===== src/rtl/amba_axi_write.sv =====
// AXI write-channel responder: bursts of packed PCM beats into a FWFT FIFO.
// Optional per-lane write strobes when AMBA_AXI_WRITE_STRB_EN is defined.
module amba_axi_write #(
   parameter int          wordLength = 16,
   parameter int          busSize    = 4*wordLength,
   parameter int          DEPTH      = 8,
   parameter logic [31:0] BASE_ADDR  = 32'h0000_0000,
   parameter logic [31:0] WIN_BYTES  = 32'h0000_1000
) (
   input  logic               aclk,
   input  logic               reset,
   input  logic [3:0]         awid,
   input  logic [31:0]        awaddr,
   input  logic [3:0]         awlen,
   input  logic               awvalid,
   output logic               awready,
   input  logic [busSize-1:0] wdata,
`ifdef AMBA_AXI_WRITE_STRB_EN
   input  logic [busSize/8-1:0] wstrb,
`endif
   input  logic               wlast,
   input  logic               wvalid,
   output logic               wready,
   output logic [3:0]         bid,
   output logic [1:0]         bresp,
   output logic               bvalid,
   input  logic               bready,
   output logic [busSize-1:0] pcm_data,
   output logic               pcm_valid,
   input  logic               pcm_ready
);

   localparam int AW    = $clog2(DEPTH);
   localparam int LANES = busSize / wordLength;
   localparam int LB    = wordLength / 8;
   localparam logic [AW:0] FULL = (AW+1)'(DEPTH);

   localparam logic [1:0] IDLE = 2'd0;
   localparam logic [1:0] DATA = 2'd1;
   localparam logic [1:0] RESP = 2'd2;

   logic [1:0]         state, state_n;
   logic [3:0]         len_q, cnt_q;
   logic               dec_q, slv_q, dec_n;
   logic [busSize-1:0] mem [DEPTH];
   logic [AW:0]        wptr, rptr, wptr_n, rptr_n, occ_n;
   logic               aw_hs, w_hs, b_hs, push, pop;
   logic               cnt_hit, last_beat, beat_slv, addr_err, burst_slv;
   logic [busSize-1:0] beat_data, head_n;
   logic [32:0]        win_lo, win_hi, start_a, end_a;

   // 33-bit math so a window or burst touching 4 GiB cannot wrap
   assign win_lo  = {1'b0, BASE_ADDR};
   assign win_hi  = win_lo + {1'b0, WIN_BYTES};
   assign start_a = {1'b0, awaddr};
   assign end_a   = start_a
                  + {23'b0, ({3'b0, awlen} + 7'd1), 3'b0}
                  - 33'd1;

   assign addr_err = (awaddr[2:0] != 3'b000)
                   || (start_a < win_lo)
                   || (start_a >= win_hi)
                   || (end_a >= win_hi);

   always_comb begin
      beat_data = wdata;
      beat_slv  = 1'b0;
`ifdef AMBA_AXI_WRITE_STRB_EN
      for (int k = 0; k < LANES; k++) begin
         if (!(&wstrb[k*LB +: LB])) begin
            beat_data[k*wordLength +: wordLength] = '0;
            if (|wstrb[k*LB +: LB])
               beat_slv = 1'b1;
         end
      end
`endif
   end

   assign aw_hs     = awvalid & awready;
   assign w_hs      = wvalid & wready;
   assign b_hs      = bvalid & bready;
   assign pop       = pcm_valid & pcm_ready;
   assign push      = w_hs & ~dec_q;
   assign cnt_hit   = (cnt_q == len_q);
   assign last_beat = w_hs & (wlast | cnt_hit);
   assign burst_slv = slv_q | beat_slv | (wlast != cnt_hit);
   assign dec_n     = aw_hs ? addr_err : dec_q;

   always_comb begin
      state_n = state;
      unique case (state)
         IDLE:    if (aw_hs)     state_n = DATA;
         DATA:    if (last_beat) state_n = RESP;
         RESP:    if (b_hs)      state_n = IDLE;
         default:                state_n = IDLE;
      endcase
   end

   assign wptr_n = wptr + (AW+1)'(push);
   assign rptr_n = rptr + (AW+1)'(pop);
   assign occ_n  = wptr_n - rptr_n;

   // new head bypasses the array when it is the beat being written now
   assign head_n = (rptr_n == wptr) ? beat_data
                                    : mem[rptr_n[AW-1:0]];

   always_ff @(posedge aclk) begin
      if (push)
         mem[wptr[AW-1:0]] <= beat_data;
   end

   always_ff @(posedge aclk) begin
      if (reset) begin
         state     <= IDLE;
         awready   <= 1'b0;
         wready    <= 1'b0;
         bvalid    <= 1'b0;
         bresp     <= 2'b00;
         bid       <= 4'd0;
         pcm_valid <= 1'b0;
         pcm_data  <= '0;
         wptr      <= '0;
         rptr      <= '0;
         len_q     <= 4'd0;
         cnt_q     <= 4'd0;
         dec_q     <= 1'b0;
         slv_q     <= 1'b0;
      end else begin
         state     <= state_n;
         wptr      <= wptr_n;
         rptr      <= rptr_n;
         awready   <= (state_n == IDLE);
         wready    <= (state_n == DATA) && (dec_n || occ_n != FULL);
         pcm_valid <= (occ_n != '0);
         if (occ_n != '0)
            pcm_data <= head_n;
         if (aw_hs) begin
            bid   <= awid;
            len_q <= awlen;
            cnt_q <= 4'd0;
            dec_q <= addr_err;
            slv_q <= 1'b0;
         end
         if (w_hs) begin
            if (!cnt_hit)
               cnt_q <= cnt_q + 4'd1;
            slv_q <= burst_slv;
         end
         if (last_beat) begin
            bvalid <= 1'b1;
            bresp  <= dec_q     ? 2'b11 :
                      burst_slv ? 2'b10 : 2'b00;
         end else if (b_hs) begin
            bvalid <= 1'b0;
         end
      end
   end

endmodule


===== config.mk =====
export PLATFORM = sky130hd
export DESIGN_NAME = amba_axi_write
export DESIGN_NICKNAME = d
export VERILOG_FILES = /design/src/rtl/amba_axi_write.sv
export SDC_FILE = /design/constraint.sdc
export NUM_CORES = 1
export LEC_CHECK = 0
export CORE_ASPECT_RATIO = 2
export CORE_MARGIN = 5
export CORE_UTILIZATION = 66
export CTS_BUF_LIST = sky130_fd_sc_hd__clkbuf_2
export DETAILED_ROUTE_END_ITERATION = 8
export PLACE_DENSITY = 0.84
export SYNTH_ARGS = -nofsm -noshare
export SYNTH_HDL_FRONTEND = slang
export SYNTH_SLANG_ARGS = --single-unit

===== constraint.sdc =====
create_clock -name aclk -period 21.8 [get_ports aclk]
set_input_delay 5.45 -clock aclk [delete_from_list [all_inputs] [get_ports aclk]]
set_output_delay 5.45 -clock aclk [all_outputs]
set_load 0.01 [all_outputs]

### After elaboration in Yosys (flattened, before gate mapping)

Memory sizes are Yosys's and may differ from the RTL's.
Cells that the tools add are included.
Widths: inputs -> output; s select.

| word-level totals | value |
|---|---|
| register bits | 94 |
| bits in writable memories | 512 |
| input bits | 111 |
| output and inout bits | 74 |
| word-level logic and storage cells | 69 |
| memories | 1 |

Memories:

| name | words | width | read ports | clocked after Yosys merged registers in | write ports | RTL line | RTL |
|---|---|---|---|---|---|---|---|
| mem | 8 | 64 | 1 | 0 | 1 | 45 | `logic [busSize-1:0] mem [DEPTH];` |

| cells by class | value |
|---|---|
| add/sub/neg operators | 7 |
| order comparisons | 3 |
| equality and inequality tests | 7 |
| mux-type cells | 17 |
| bitwise gates (word level) | 9 |
| reductions and logical operators | 11 |

Operator list:

| operator | count |
|---|---|
| $mux 64 | 1 |
| $add 32x8->33 | 1 |
| $ge 33x13->1 const B | 1 |
| $sub 33x1->33 const B | 1 |
| $ge 32x13->1 const B | 1 |
| $lt 32x1->1 const B | 1 |
| $mux 4 | 3 |
| $mux 2 | 5 |
| $add 4x1->4 | 2 |
| $eq 4x4->1 | 2 |
| $mux 1 | 7 |
| $and 1x1->1 | 6 |
| $pmux 2 s3 | 1 |
| $add 4x1->5 const B | 1 |
| $add 4x1->4 const B | 1 |
| $eq 2x1->1 const B | 2 |
| $logic_not 2->1 | 2 |
| $logic_or 1x1->1 | 4 |
| $ne 4x4->1 const B | 1 |
| $reduce_bool 2->1 | 2 |
| $reduce_bool 4->1 | 1 |
| $sub 4x4->4 | 1 |
| $reduce_bool 3->1 | 1 |
| $eq 2x2->1 const B | 1 |
| other kinds (4) | 5 |

### Longest topological paths before layout

Gate-level depths: netlist of the first run.

| logic depth | value |
|---|---|
| depth after elaboration | 8 |
| depth in mapped cells | 16 |
| gate-level depth less buffers | 14 |

### Worst setup path after synthesis of the first run

OpenSTA, ideal clock, no wires.

| timing | value |
|---|---|
| path kind | input to register |
| start point | in wvalid |
| end point | mem mem[0][0] in the netlist's numbering, enable pin |
| library setup time | 0.565 ns |
| arrival | 10.268 ns |
| data required time | 21.235 ns |
| slack | 10.968 ns |
| stages | 3 |
| buffers on the path | 0 |
| cells stage by stage | nand2_1 > or3_1 > nor3_1 |

| between the ends | value |
|---|---|
| cells in the longest elaborated chain, start to end | 4 |

RTL lines:

| element | RTL line | RTL |
|---|---|---|
| from (decl) | 22 | `input logic wvalid,` |
| $and 1x1->1 | 80 | `assign w_hs = wvalid & wready;` |
| $and 1x1->1 | 83 | `assign push = w_hs & ~dec_q;` |
| $mux 1 | 108 | `if (push)` |
| $mux 1 (not written as such) | 109 | `mem[wptr[AW-1:0]] <= beat_data;` |
| to (decl) | 45 |  |

Every way passes these cells.

### Worst setup path in the final report of the first run

| timing | value |
|---|---|
| start point | in awlen[0] |
| end point | reg dec_q |

| between the ends | value |
|---|---|
| cells in the longest elaborated chain, start to end | 6 |

RTL lines:

| element | RTL line | RTL |
|---|---|---|
| from (decl) | 14 | `input logic [3:0] awlen,` |
| $add 4x1->5 | 57 | `+ {23'b0, ({3'b0, awlen} + 7'd1), 3'b0}` |
| $add 32x8->33 | 57 |  |
| $sub 33x1->33 | 58 | `- 33'd1;` |
| $ge 33x13->1 | 63 | `\|\| (end_a >= win_hi);` |
| $logic_or 1x1->1 | 63 |  |
| $mux 1 | - |  |
| to (signal assigned) | 141 | `dec_q <= addr_err;` |
| to (decl) | 44 | `logic dec_q, slv_q, dec_n;` |

Every way passes these cells.
A chain may end at the register's enable or synchronous reset.

==> results of run 1 <==
state kept, by name, summed over array words and instances (netlist names):
name	cells
mem	512
pcm_data	64
bid	4
cnt_q	4
len_q	4
rptr	4
wptr	4
bresp	2
state	2
awready	1
bvalid	1
dec_q	1
pcm_valid	1
slv_q	1
wready	1
worst max-delay path: cells and delay by family:
kind / cells / cell delay (ps)
buf+inv: 2 / 680
fa+ha+maj: 2 / 730
xor+xnor: 1 / 170
compound gates: 7 / 2580
simple gates: 3 / 510
routing by layer:
layer | global-route usage (%) | wire length, um
met1 | 34.96 | 21730
met4 | 15.20 | 2745
met3 | 5.492 | 5090
met2 | 53.94 | 35290
met5 | 0 | 0
cell families (layout without fill, tap and decap cells):
| logic type | count (synthesis) | after routing | share of synthesized area [%] |
|---|---|---|---|
| AOI/OAI and AO/OA | 298 | 298 | 7.539 |
| xor gates and xnor gates | 25 | 25 | 0.8436 |
| adders and majority gates | 61 | 61 | 2.969 |
| buffers and inverters | 155 | 485 | 2.290 |
| DFF | 606 | 606 | 66.48 |
| muxes | 133 | 133 | 11.31 |
| other | 0 | 4 | 0 |
| and+or+nand+nor | 466 | 466 | 8.561 |
synth_stat cells (3+ instances only):
library cell | n | share of area, %
edfxtp_1 | 512 | 59
ha_1 | 60 | 2.9
a21o_1 | 13 | 0.38
nor2b_1 | 12 | 0.29
inv_1 | 66 | 0.95
clkbuf_1 | 70 | 1.0
nor2_1 | 44 | 0.64
o311ai_0 | 5 | 0.17
and2_1 | 3 | 0.072
xnor2_1 | 16 | 0.54
or4_1 | 3 | 0.087
o211ai_1 | 68 | 2.0
o21ai_1 | 3 | 0.058
nand3_1 | 77 | 1.5
o31ai_1 | 4 | 0.12
nor4_1 | 5 | 0.12
xor2_1 | 9 | 0.30
mux4_2 | 128 | 11
a21oi_1 | 120 | 2.3
nand4_1 | 11 | 0.27
nor4bb_1 | 5 | 0.19
nor4b_1 | 3 | 0.10
nor3_1 | 12 | 0.23
dfxtp_1 | 94 | 7.2
buf_1 | 15 | 0.22
a31oi_1 | 9 | 0.22
a2111oi_0 | 5 | 0.17
and3_1 | 7 | 0.17
mux2_2 | 3 | 0.13
a211oi_1 | 9 | 0.26
a2111oi_2 | 3 | 0.17
nand2b_1 | 20 | 0.48
o21ai_0 | 23 | 0.44
nand2_1 | 232 | 3.4
a2111o_1 | 3 | 0.13
or3_1 | 4 | 0.096
where the power goes:
part / switching, uW / leakage [uW] / total (uW) / internal (uW)
combinational: 479 / 0.00364 / 826 / 347
clock: 419 / 0.000895 / 711 / 292
sequential: 30.7 / 0.00538 / 1330 / 1300
final timing paths:
check	start	to	slack (ps)	cells past startpoint
worst max-delay path	awlen[0]	dec_q	12560	15
worst max register to register	pcm_valid	pcm_data[46]	17060	13
worst min-delay path	pcm_data[48]	pcm_data[48]	460	2
worst min register to register	pcm_data[48]	pcm_data[48]	460	2
stage by stage:
step | utilization (%) | instances | hold WS (ps) | power, uW
floorplan | - | 1744 | 448.8 | 1889
CTS | 76.27 | 2594 | 457.8 | 2892
detailed placement | 73.05 | 2377 | 444.3 | 2190
global placement | 73.05 | 2377 | 439.6 | 2162
finish | 76.30 | 2598 | 457.7 | 2872
global route | 76.30 | 2598 | 484.9 | 3026
layout make-up:
class	instances	area [um2]	area share, %
Inverter	67	251.5	0.8496
Clock inverter	56	446.7	1.509
Sequential cell	606	17260	58.30
Tap cell	520	650.6	2.198
Multi-Input combinational cell	983	8214	27.75
Antenna cell	4	10.01	0.03381
Clock buffer	161	805.8	2.722
Timing Repair Buffer	201	1967	6.644
layout by cell type, fill, tap and decap left out, types with 20 or more instances in the layout:
master and n:
edfxtp_1 512, mux4_2 128, nor2_1 38, dfxtp_1 94
o211ai_1 68, inv_1 65, a21oi_1 120, ha_1 58
clkdlybuf4s50_1 183, nand2b_1 20, clkinv_1 30, nand2_1 231
clkbuf_2 161, o21ai_0 23, nand3_1 77
==> out/results.tsv, run 1 <==
metric	value	unit
clock-pin slew on the worst setup and hold paths	110	ps
initial antenna violation count	4	
Placement Rows	102	
postcts setup bufs	0	
global-route usage over all layers	30.41	%
final instance area	0.02960	mm2
Skew-Pair Late Insertion Delay	1110	ps
crit-path max FO	8	
Crit path required time	22680	ps
sequential share of the synthesized area	66.48	%
Setup Skew	123.0	ps
H-tree depth	3	
Setup TNS	0	ps
TritonRoute pass-1 iters	5	
Via density	6.372	
DP Worst Slack	11630	ps
Filler cells	2396	
core area	0.03880	mm2
Rel. slew slack	21.15	%
Final HPWL DP	39550	um
final setup margin	12560	ps
DR vias	16554	
Placed Area	0.02834	mm2
Starting Density	66.90	%
Mapped Avg Cell Area	14.88	um2
Max Freq	108.2	MHz
Cells after Synth	1744	
CP max stage cell	a2111oi_2	
CTS-repair resized insts	0	
CTS sink cnt	606	
hold buffer count at CTS	0	
Max rail drop VDD	0.1368	mV
post-layout minimum cycle time	9242	ps
layout cells sized above 1	18.37	%
power per cell area	97.02	mW/mm2
Die X	150.2	um
IO buf count	184	
routability cong.	0.9061	
Routed Antenna Nets	0	
drt total wl	64860	um
library cells used by synthesis	83	
Slew Limit Fails	0	
WS Path Type	input port to flop	
syn_nets	1916	
Finish-stage setup viols	0	
Hold Crit Class	flop to flop	
unrepaired setup endpoints after global routing	false	
crit-path cells	clkdlybuf4s50_1 -> nand3_1 -> xor2_1 -> ha_1 -> inv_1 -> ha_1 -> and3_4 -> o21ai_1 -> a211o_2 -> a2111oi_2 -> nor3_2 -> o41ai_1 -> o31ai_1 -> a2111oi_2 -> a211oi_1	
CTS Buf Count	117	
global-route wire length before repair	100100	um
crit path capture type	flop	
Die Y	290.5	um
YS warnings	0	
Syn Std Cell Area	0.02596	mm2
Arr. time, crit path	10130	ps
I/O pin total	185	
leakage	0.009913	uW
Wirelength per Cell	24.96	um
CTS tree	done	
vias in the first global route	17700	
synthesized flop and latch total	606	
Starting DRT DRC Count	1265	
drt drc	0	
Most used DFF post-synth	edfxtp_1	
GR Overflow Total	0	
Worst-Margin Slew	1183	ps
largest net degree at the start of global routing	91	
final hold vios	0	
Synth-to-Final Area Change	14.05	%
Largest stage delay, worst path	670	ps
status	complete, no violations	
Synth async-reset ratio	0	%
Max Buffers Root-to-Sink	3	
Post-synth EDFFs	512	
die area	0.04363	mm2
# nets final	2148	
Worst setup SP type	input port	
Root Driver	clkbuf_2	
maxcap violations	0	
Tcrit/Tclk final	42.39	%
(Power assumes the default switching activity.)
==> run 2, diff against run 1 <==
Settings changed: CORE_UTILIZATION 66 to 55, PLACE_DENSITY 0.84 to 0.74.
Clock period 21.8 ns to 8.2 ns, I/O delays scaled along.
==> out/results.tsv, run 2 (synthesis results as in run 1) <==
metric	value	unit	change
Via density	6.044		-5.1%
status	complete, no violations		
crit path capture type	flop		
Largest stage delay, worst path	510	ps	-160 ps
area of the multi-input gates	0.008199	mm2	-0.18%
crit-path max FO	7		-1
I/O pin total	185		unchanged
clock-pin slew on the worst setup and hold paths	110	ps	about the same
Worst setup SP type	input port		
global-route wire length before repair	99990	um	about the same
Final Hold Slack	458.0	ps	+0.2530 ps
power per cell area	253.8	mW/mm2	+160%
Setup Skew	50.59	ps	-72.44 ps
Tcrit/Tclk final	66.12	%	
largest net degree at the start of global routing	129		+42%
drt drc	0		unchanged
Die Y	317.2	um	+9.2%
IO buf count	184		unchanged
CTS-repair resized insts	0		unchanged
maxcap violations	0		unchanged
switching share of power	32.65	%	+0.32 points
hold buffer count at CTS	0		unchanged
core area	0.04666	mm2	+20%
routability cong.	1.048		+16%
global-route usage over all layers	25.49	%	-4.9 points
Filler cells	3517		+47%
clock power share	23.5	%	-1.3 points
Placement Rows	112		+9.8%
Synth-to-Final Area Change	14.45	%	
leakage	0.009934	uW	+0.21%
Starting DRT DRC Count	1126		-11%
initial antenna violation count	8		+4
Skew-Pair Late Insertion Delay	1110	ps	about the same
TritonRoute pass-1 iters	5		unchanged
register area	0.01726	mm2	unchanged
Wirelength per Cell	23.99	um	-3.9%
Max Freq	184.4	MHz	
family with the most delay on the worst path	compound AO/OA/AOI/OAI gates		
unrepaired setup endpoints after global routing	false		
final hold vios	0		unchanged
# nets final	2157		+0.42%
Rel. slew slack	20.34	%	-0.81 points
combinational fraction of design power	29.4	%	+0.6 points
Die X	163.6	um	+8.9%
Top cell by count, worst path	ha_1		
CP max stage cell	clkdlybuf4s50_1		
CP Buf/Inv Count	2		unchanged
post-layout minimum cycle time	5422	ps	
CTS sink cnt	606		unchanged
die area	0.05190	mm2	+19%
drt total wl	65360	um	+0.78%
max reg flops	512		unchanged
commonest cells after routing, fill and taps aside	512 x edfxtp_1, 231 x nand2_1, 184 x clkbuf_2		
Slew Limit Fails	0		unchanged
Worst-Margin Slew	1184	ps	+1.239 ps
Setup TNS	0	ps	unchanged
crit-path cells	clkdlybuf4s50_1 -> ha_1 -> xnor2_1 -> ha_1 -> inv_1 -> ha_1 -> a21o_1 -> a221o_1 -> a211o_1 -> and3_4 -> a2111o_1 -> a2111oi_2 -> nand4_1 -> a2111oi_2 -> a211oi_1		
Flop pwr share	47.0	%	+0.5 points
vias in the first global route	17652		-0.27%
postcts setup bufs	0		unchanged
WS Path Type	input port to flop		
GR Overflow Total	0		unchanged
Crit path required time	9160	ps	-13520 ps
Finish-stage setup viols	0		unchanged
Max Buffers Root-to-Sink	3		unchanged
layout cells sized above 1	19.03	%	+0.66 points
Starting Density	55.62	%	-11 points
CTS tree	done		
Arr. time, crit path	6380	ps	-3750 ps
Final HPWL DP	39650	um	+0.25%
Max rail drop VDD	0.2473	mV	+81%
H-tree depth	3		unchanged
Root Driver	clkbuf_2		
most common cell after layout, fill and taps aside	edfxtp_1		
Hold Crit Class	flop to flop		
Power Internal	5077	uW	+160%
net switching power	2462	uW	+170%
CTS Buf Count	119		+1.7%
DR vias	16465		-0.54%
Routed Antenna Nets	0		unchanged
[run 2: cell count changes in the layout (fill, tap and decap cells not counted), sizes merged]
cell and change:
clkbuf +23, clkinv -11, buf +7, bufinv -5, clkinvlp +2, diode +2
inv +1
[run 2: tightest hold or removal path, delay by kind of cell (launching register included)]
family | cells | cell delay [ps]
flops | 1 | 330
simple gates | 1 | 50
compound gates | 1 | 50
[run 2: metrics by stage]
stage | worst slack (ps) | instances | instance area [um2] | utilization [%] | total power, uW
final | 2778 | 2724 | 29710 | 63.66 | 7539
after global routing | 2738 | 2723 | 29700 | 63.66 | 7971
after CTS | 2927 | 2717 | 29690 | 63.62 | 7636
after detailed placement | 1728 | 2490 | 28530 | 61.14 | 5862
after global placement | 1759 | 2490 | 28530 | 61.14 | 5829
after floorplan | 767.7 | 1744 | 25960 | - | 5021
[run 2: final timing paths]
path,start,to,slack (ps),cells after the start
setup / recovery,awlen[0],dec_q,2780,15
hold / removal,pcm_data[29],pcm_data[29],460,2
setup reg to reg,wready,pcm_data[53],4040,13
hold reg to reg,pcm_data[29],pcm_data[29],460,2
[run 2: power groups by stage]
stage          Combinational [uW]  Clock (uW)  Sequential, uW
6_report                     2220        1770            3550
5_1_grt                      2420        1990            3560
4_1_cts                      2260        1830            3550
3_5_place_dp                 2250           0            3620
3_3_place_gp                 2210           0            3620
2_1_floorplan                1380           0            3640
[run 2: final cells by class]
type	count	area share (%)
diodes	6	0.05054
clock buffers	184	3.100
clock inverters	43	0.8002
inverters	67	0.8466
multi-input cells	983	27.60
flip-flops and latches	606	58.09
well taps	627	2.641
repair buffers	208	6.874
[run 2: layer usage]
metal	global-route usage, %	vias up	routed length, um
li1	-	7353	-
met1	28.51	8312	23100
met2	46.38	647	35610
met3	5.161	149	4248
met4	11.77	4	2381
met5	0	-	27
